--- config.mk ---
export PLATFORM = sky130hd
export DESIGN_NAME = booth_mult_param
export DESIGN_NICKNAME = d
export VERILOG_FILES = /design/src/rtl/booth_mult_param.sv
export SDC_FILE = /design/constraint.sdc
export NUM_CORES = 1
export LEC_CHECK = 0
export BUFFER_PORTS_ARGS = -buffer_cell sky130_fd_sc_hd__clkbuf_2
export CAP_MARGIN = 20
export CORE_MARGIN = 10
export CORE_UTILIZATION = 37
export CTS_BUF_LIST = sky130_fd_sc_hd__clkbuf_4 sky130_fd_sc_hd__clkbuf_8 sky130_fd_sc_hd__clkbuf_16
export DETAILED_ROUTE_END_ITERATION = 8
export GPL_TIMING_DRIVEN = 1
export HOLD_SLACK_MARGIN = 0.05
export SKIP_LAST_GASP = 1
export SLEW_MARGIN = 20
export SYNTH_ARGS = -nofsm -noshare
export SYNTH_HDL_FRONTEND = slang
export SYNTH_SLANG_ARGS = --single-unit
export TNS_END_PERCENT = 5
--- constraint.sdc ---
create_clock -name clk -period 3.4 [get_ports clk]
set_input_delay 0.51 -clock clk [delete_from_list [all_inputs] [get_ports clk]]
set_output_delay 0.51 -clock clk [all_outputs]
set_load 0.03 [all_outputs]
--- src/rtl/booth_mult_param.sv ---
// booth_mult_param: sequential radix-2 Booth multiplier, WIDTH x WIDTH -> 2*WIDTH.
// Performs one Booth step per clock. Signed mode takes WIDTH steps and unsigned mode
// takes WIDTH+1 steps. The result is registered into high/low and marked by a
// one-cycle mult_end pulse.
// Optional feature macro: BOOTH_MULT_OVF_EN adds the ovf output, which flags a
// product that does not fit in WIDTH bits.
module booth_mult_param #(
   parameter int WIDTH = 32
) (
   input  logic             clk,
   input  logic             reset,
   input  logic             MultCtrl,
   input  logic             is_signed,
   input  logic [WIDTH-1:0] a,
   input  logic [WIDTH-1:0] b,
   output logic [WIDTH-1:0] high,
   output logic [WIDTH-1:0] low,
   output logic             busy,
   output logic             mult_end
`ifdef BOOTH_MULT_OVF_EN
   ,
   output logic             ovf
`endif
);

   // Extended operand width: one extra bit makes unsigned operands positive in two's complement
   localparam int E  = WIDTH + 1;
   // Product register: {accumulator E, multiplier E, guard 1}
   localparam int PW = 2 * E + 1;
   localparam int CW = $clog2(WIDTH + 2);

   typedef enum logic [0:0] {S_IDLE, S_RUN} state_t;

   state_t                  r_state;
   logic signed [E-1:0]     r_m;
   logic signed [E-1:0]     r_m_neg;
   logic        [PW-1:0]    r_p;
   logic        [CW-1:0]    r_cnt;
   logic                    r_sgn;
   logic        [WIDTH-1:0] r_high;
   logic        [WIDTH-1:0] r_low;
   logic                    r_busy;
   logic                    r_end;

   logic signed [E-1:0]     w_ext_a;
   logic signed [E-1:0]     w_neg_a;
   logic        [E-1:0]     w_ext_b;
   logic        [PW-1:0]    w_p_next;
   logic    [2*WIDTH-1:0]   w_prod;

   // One Booth step: a conditional add or subtract into the accumulator, then an arithmetic shift right
   function automatic logic [PW-1:0] booth_step(input logic [PW-1:0] p,
                                                input logic signed [E-1:0] m,
                                                input logic signed [E-1:0] m_neg);
      logic signed [E-1:0] upper;
      upper = p[PW-1 -: E];
      case (p[1:0])
         2'b01:   upper = upper + m;
         2'b10:   upper = upper + m_neg;
         default: upper = upper;
      endcase
      return {upper[E-1], upper, p[E:1]};
   endfunction

`ifdef BOOTH_MULT_OVF_EN
   // Product does not fit in WIDTH bits (signed: high is not a sign extension of low)
   function automatic logic ovf_of(input logic [2*WIDTH-1:0] prod, input logic sgn);
      if (sgn)
         return prod[2*WIDTH-1:WIDTH] != {WIDTH{prod[WIDTH-1]}};
      else
         return prod[2*WIDTH-1:WIDTH] != '0;
   endfunction

   logic r_ovf;
   assign ovf = r_ovf;
`endif

   assign w_ext_a  = is_signed ? {a[WIDTH-1], a} : {1'b0, a};
   assign w_neg_a  = -w_ext_a;
   assign w_ext_b  = is_signed ? {b[WIDTH-1], b} : {1'b0, b};
   assign w_p_next = booth_step(r_p, r_m, r_m_neg);
   // Signed mode stops one step early. The skipped step would only be a shift
   // (its two multiplier bits are equal sign bits), so the result is taken one bit higher.
   assign w_prod   = r_sgn ? w_p_next[2*WIDTH+1:2] : w_p_next[2*WIDTH:1];

   assign high     = r_high;
   assign low      = r_low;
   assign busy     = r_busy;
   assign mult_end = r_end;

   // Control FSM, Booth datapath and result registers; reset aborts any running operation
   always_ff @(posedge clk or negedge reset) begin
      if (!reset) begin
         r_state <= S_IDLE;
         r_m     <= '0;
         r_m_neg <= '0;
         r_p     <= '0;
         r_cnt   <= '0;
         r_sgn   <= 1'b0;
         r_high  <= '0;
         r_low   <= '0;
         r_busy  <= 1'b0;
         r_end   <= 1'b0;
`ifdef BOOTH_MULT_OVF_EN
         r_ovf   <= 1'b0;
`endif
      end else begin
         r_end <= 1'b0;
         case (r_state)
            S_IDLE: begin
               if (MultCtrl) begin
                  r_m     <= w_ext_a;
                  r_m_neg <= w_neg_a;
                  r_p     <= {{E{1'b0}}, w_ext_b, 1'b0};
                  r_cnt   <= is_signed ? CW'(WIDTH) : CW'(WIDTH + 1);
                  r_sgn   <= is_signed;
                  r_busy  <= 1'b1;
                  r_state <= S_RUN;
               end
            end
            S_RUN: begin
               r_p   <= w_p_next;
               r_cnt <= r_cnt - CW'(1);
               if (r_cnt == CW'(1)) begin
                  r_high  <= w_prod[2*WIDTH-1:WIDTH];
                  r_low   <= w_prod[WIDTH-1:0];
                  r_end   <= 1'b1;
                  r_busy  <= 1'b0;
                  r_state <= S_IDLE;
`ifdef BOOTH_MULT_OVF_EN
                  r_ovf   <= ovf_of(w_prod, r_sgn);
`endif
               end
            end
            default: r_state <= S_IDLE;
         endcase
      end
   end

endmodule

==> impl_metrics.py <==
metrics = {
    "min_path": {
        "min_path_cells": 2,
        "hp-start": "a[13]",
        "hold_path_end": "r_m[13]$_DFFE_PN0P_",
        "worst_hold_path_type": "in -> reg",
    },
    "sta": {
        "max_slew_margin_pct": 42.3,
        "finalWorstSetupSlack_ps": -120,
        "worstMarginPinSlew_ps": 864,
        "setup_viol": 7,
        "timing.hold.ws_ps": 263,
        "hold_viol": 0,
        "finClkSkew_ps": 29.9,
        "drv_slew": 0,
        "fmax_mhz": 284,
        "min_period_over_period_pct": 104,
        "rsz0062_at_grt": "true",
        "period_needed_ps": 3520,
    },
    "floorplan": {
        "rows": 65,
        "die_w_um": 199,
        "core_area_mm2": 0.0316,
        "dieArea_mm2": 0.0395,
        "start_util_pct": 37.5,
        "die_y_um": 199,
        "io_pins": 134,
    },
    "worst_setup_path": {
        "cp.arrival_ps": 3910,
        "cp_max_fo": 5,
        "path_class": "reg -> reg",
        "reg2reg_depth": 14,
        "start_kind": "flip-flop",
        "rr_endpoint": "high[29]$_DFFE_PN0P_",
        "crit_required_ps": 3790,
        "reg2reg_from": "r_p[0]$_DFFE_PN0P_",
        "end_kind": "flip-flop",
        "rrSetupSlack_ps": -120,
    },
    "yosys": {
        "ys_warn_count": 0,
        "async_reset_ff_share_pct": 100,
        "synth_area_per_cell_um2": 9.46,
        "synth_seq_cells": 205,
        "netlist_instances": 1251,
        "yosys.area.top_type": "dfrtp_1",
        "seq_area_frac_synth_pct": 43.4,
        "synth_ff_type": "dfrtp_1",
        "syn_nets": 1356,
        "yosysTopAreaCellShare_pct": 43.4,
        "syn_area_mm2": 0.0118,
        "synth_edf_count": 0,
        "synth_area_leaders": "dfrtp_1, mux2i_1, nand2_1",
        "synth.distinct_cells": 81,
    },
    "final_layout": {
        "layout_common_cells": "nand2_1, dfrtp_1, o21ai_0",
        "seqCellArea_mm2": 0.00513,
        "final_area_mm2": 0.0149,
        "multi_input_area_mm2": 0.00678,
        "synthToLayoutAreaGrowth_pct": 26.3,
        "final_common_cell": "nand2_1",
        "nets": 1558,
        "layout-drive-gt1-share_pct": 30.8,
        "fill_cells": 3009,
        "postLayoutCoreUtil_pct": 47.4,
        "antenna_cells": 0,
        "fin_cells": 1869,
    },
    "route": {
        "wirelength_um": 34400,
        "wl_per_cell_um": 18.4,
        "ant_nets": 0,
        "vias_per_cell": 5.27,
        "num_vias": 9848,
        "drt_first_pass_iters": 7,
        "drc_errors": 0,
        "drt-initial-drc-count": 572,
    },
    "cts": {
        "cts_buffers": 23,
        "path_clk_slew_ps": 60,
        "numClockSinks": 205,
        "clockRootBuffer": "clkbuf_16",
        "clockBufferDepth": 3,
        "worstSkewPairLatency_ps": 530,
        "htreeDepth": 1,
        "tritoncts": "yes",
    },
    "place": {
        "place_area_mm2": 0.0136,
        "dp_cells": 1818,
        "place_hpwl_um": 25400,
        "io_buffers": 133,
        "place_congestion": 0.899,
    },
    "global_route": {
        "grt_max_degree": 83,
        "grt.total_usage_pct": 17.4,
        "overflow": 0,
        "antenna_found_initial": 0,
        "grt_pass1_vias": 10100,
        "grt_pass1_wl_um": 55800,
    },
    "run_status": {
        "run_status": "finished, violations left",
        "violations": "negative setup slack",
    },
    "job": {
        "drv_cap": 0,
    },
}
==> state kept, by name, summed over array words and instances (netlist names) <==
register  flops
r_sgn         1
busy          1
high         32
mult_end      1
r_state       1
r_p          66
r_m          33
low          32
r_m_neg      32
r_cnt         6
==> cells by family (layout without fill, tap and decap cells) <==
logic type               after synthesis  in the layout  share of synthesized area [%]
flip-flops                           205            205                           43.4
adder cells (fa/ha/maj)               37             37                           3.98
buffers and inverters                 95            311                           3.38
multiplexers                         155            155                           14.0
XOR/XNOR                              54             54                           4.00
AND/OR/NAND/NOR                      374            374                           14.5
AO/OA/AOI/OAI                        331            331                           16.8
==> worst max-delay path by stage <==
stage	start	to	cells past startpoint
after floorplan	r_p[0]$_DFFE_PN0P_	high[23]$_DFFE_PN0P_	14
after global routing	r_p[0]$_DFFE_PN0P_	high[29]$_DFFE_PN0P_	14
after CTS	r_p[0]$_DFFE_PN0P_	high[29]$_DFFE_PN0P_	14
after global placement	r_p[0]$_DFFE_PN0P_	high[23]$_DFFE_PN0P_	14
after detailed placement	r_p[0]$_DFFE_PN0P_	high[23]$_DFFE_PN0P_	14
final	r_p[0]$_DFFE_PN0P_	high[29]$_DFFE_PN0P_	14
==> Yosys cell counts, types with 3 or more instances <==
cell type / instances
and3_1: 8
clkbuf_1: 55
o21ai_0: 154
nand2_1: 216
mux2i_1: 85
buf_1: 12
a21oi_2: 3
xor2_1: 28
nand2b_1: 6
nor3_1: 21
nor4_1: 5
nor2_1: 58
o31ai_1: 5
a31o_2: 3
and2_1: 5
nand4_1: 13
nand3_1: 14
dfrtp_1: 205
o21bai_1: 4
xnor2_1: 26
a221o_1: 3
a211oi_2: 4
ha_1: 36
o211ai_1: 7
a31oi_1: 10
a21boi_0: 5
o21ai_1: 9
a21o_1: 12
a221oi_1: 6
mux2_2: 68
o22ai_1: 19
buf_2: 5
buf_4: 4
inv_1: 14
buf_6: 3
a211oi_1: 5
a21oi_1: 60
==> routing by layer <==
layer  wire length (µm)  vias up  GRT usage [%]
li1                   -     4866              -
met1              15000     4765           22.1
met2              17500      169           30.6
met3               1070       48           1.98
met4                826        0           4.38
met5                  0        -              0
==> worst max-delay path: stages, from the launching register on <==
cell and delay [ps]:
dfrtp_1 380, inv_2 80, ha_4 170, bufbuf_16 270, mux2_2 350, ha_4 290
nand4_1 190, nor4_2 300, a222oi_1 110, buf_4 170, a211oi_2 220, o21a_1 140
nor3_1 60, or4b_1 500, o221a_2 140
==> per-stage QoR <==
stage	worst slack, ps	setup TNS, ps
final	-120	-401
after global routing	-223	-4820
after CTS	-89.3	-414
after detailed placement	-272	-2220
after global placement	-191	-1500
after floorplan	59.5	0
==> area by class of cell <==
class                   count  share of cell area, %
clock buffers              36                   4.76
clock inverters             3                  0.218
inverters                  16                  0.402
multi-input cells         951                   45.4
flip-flops and latches    205                   34.3
well taps                 402                   3.37
repair buffers            256                   11.6
==> timing repair <==
item | CTS | global route
gates resized for setup | 66 | 7
hold endpoints to repair | 62 | 0
hold buffers | 1 | 0
cloned | 3 | 0
setup buffers | 8 | 0
setup endpoints to repair | 32 | 38
pin swaps | 23 | 4
Power is left out: the tool's default activity adds up to more than one toggle a clock period on the data nets, which glitch-free logic cannot reach.
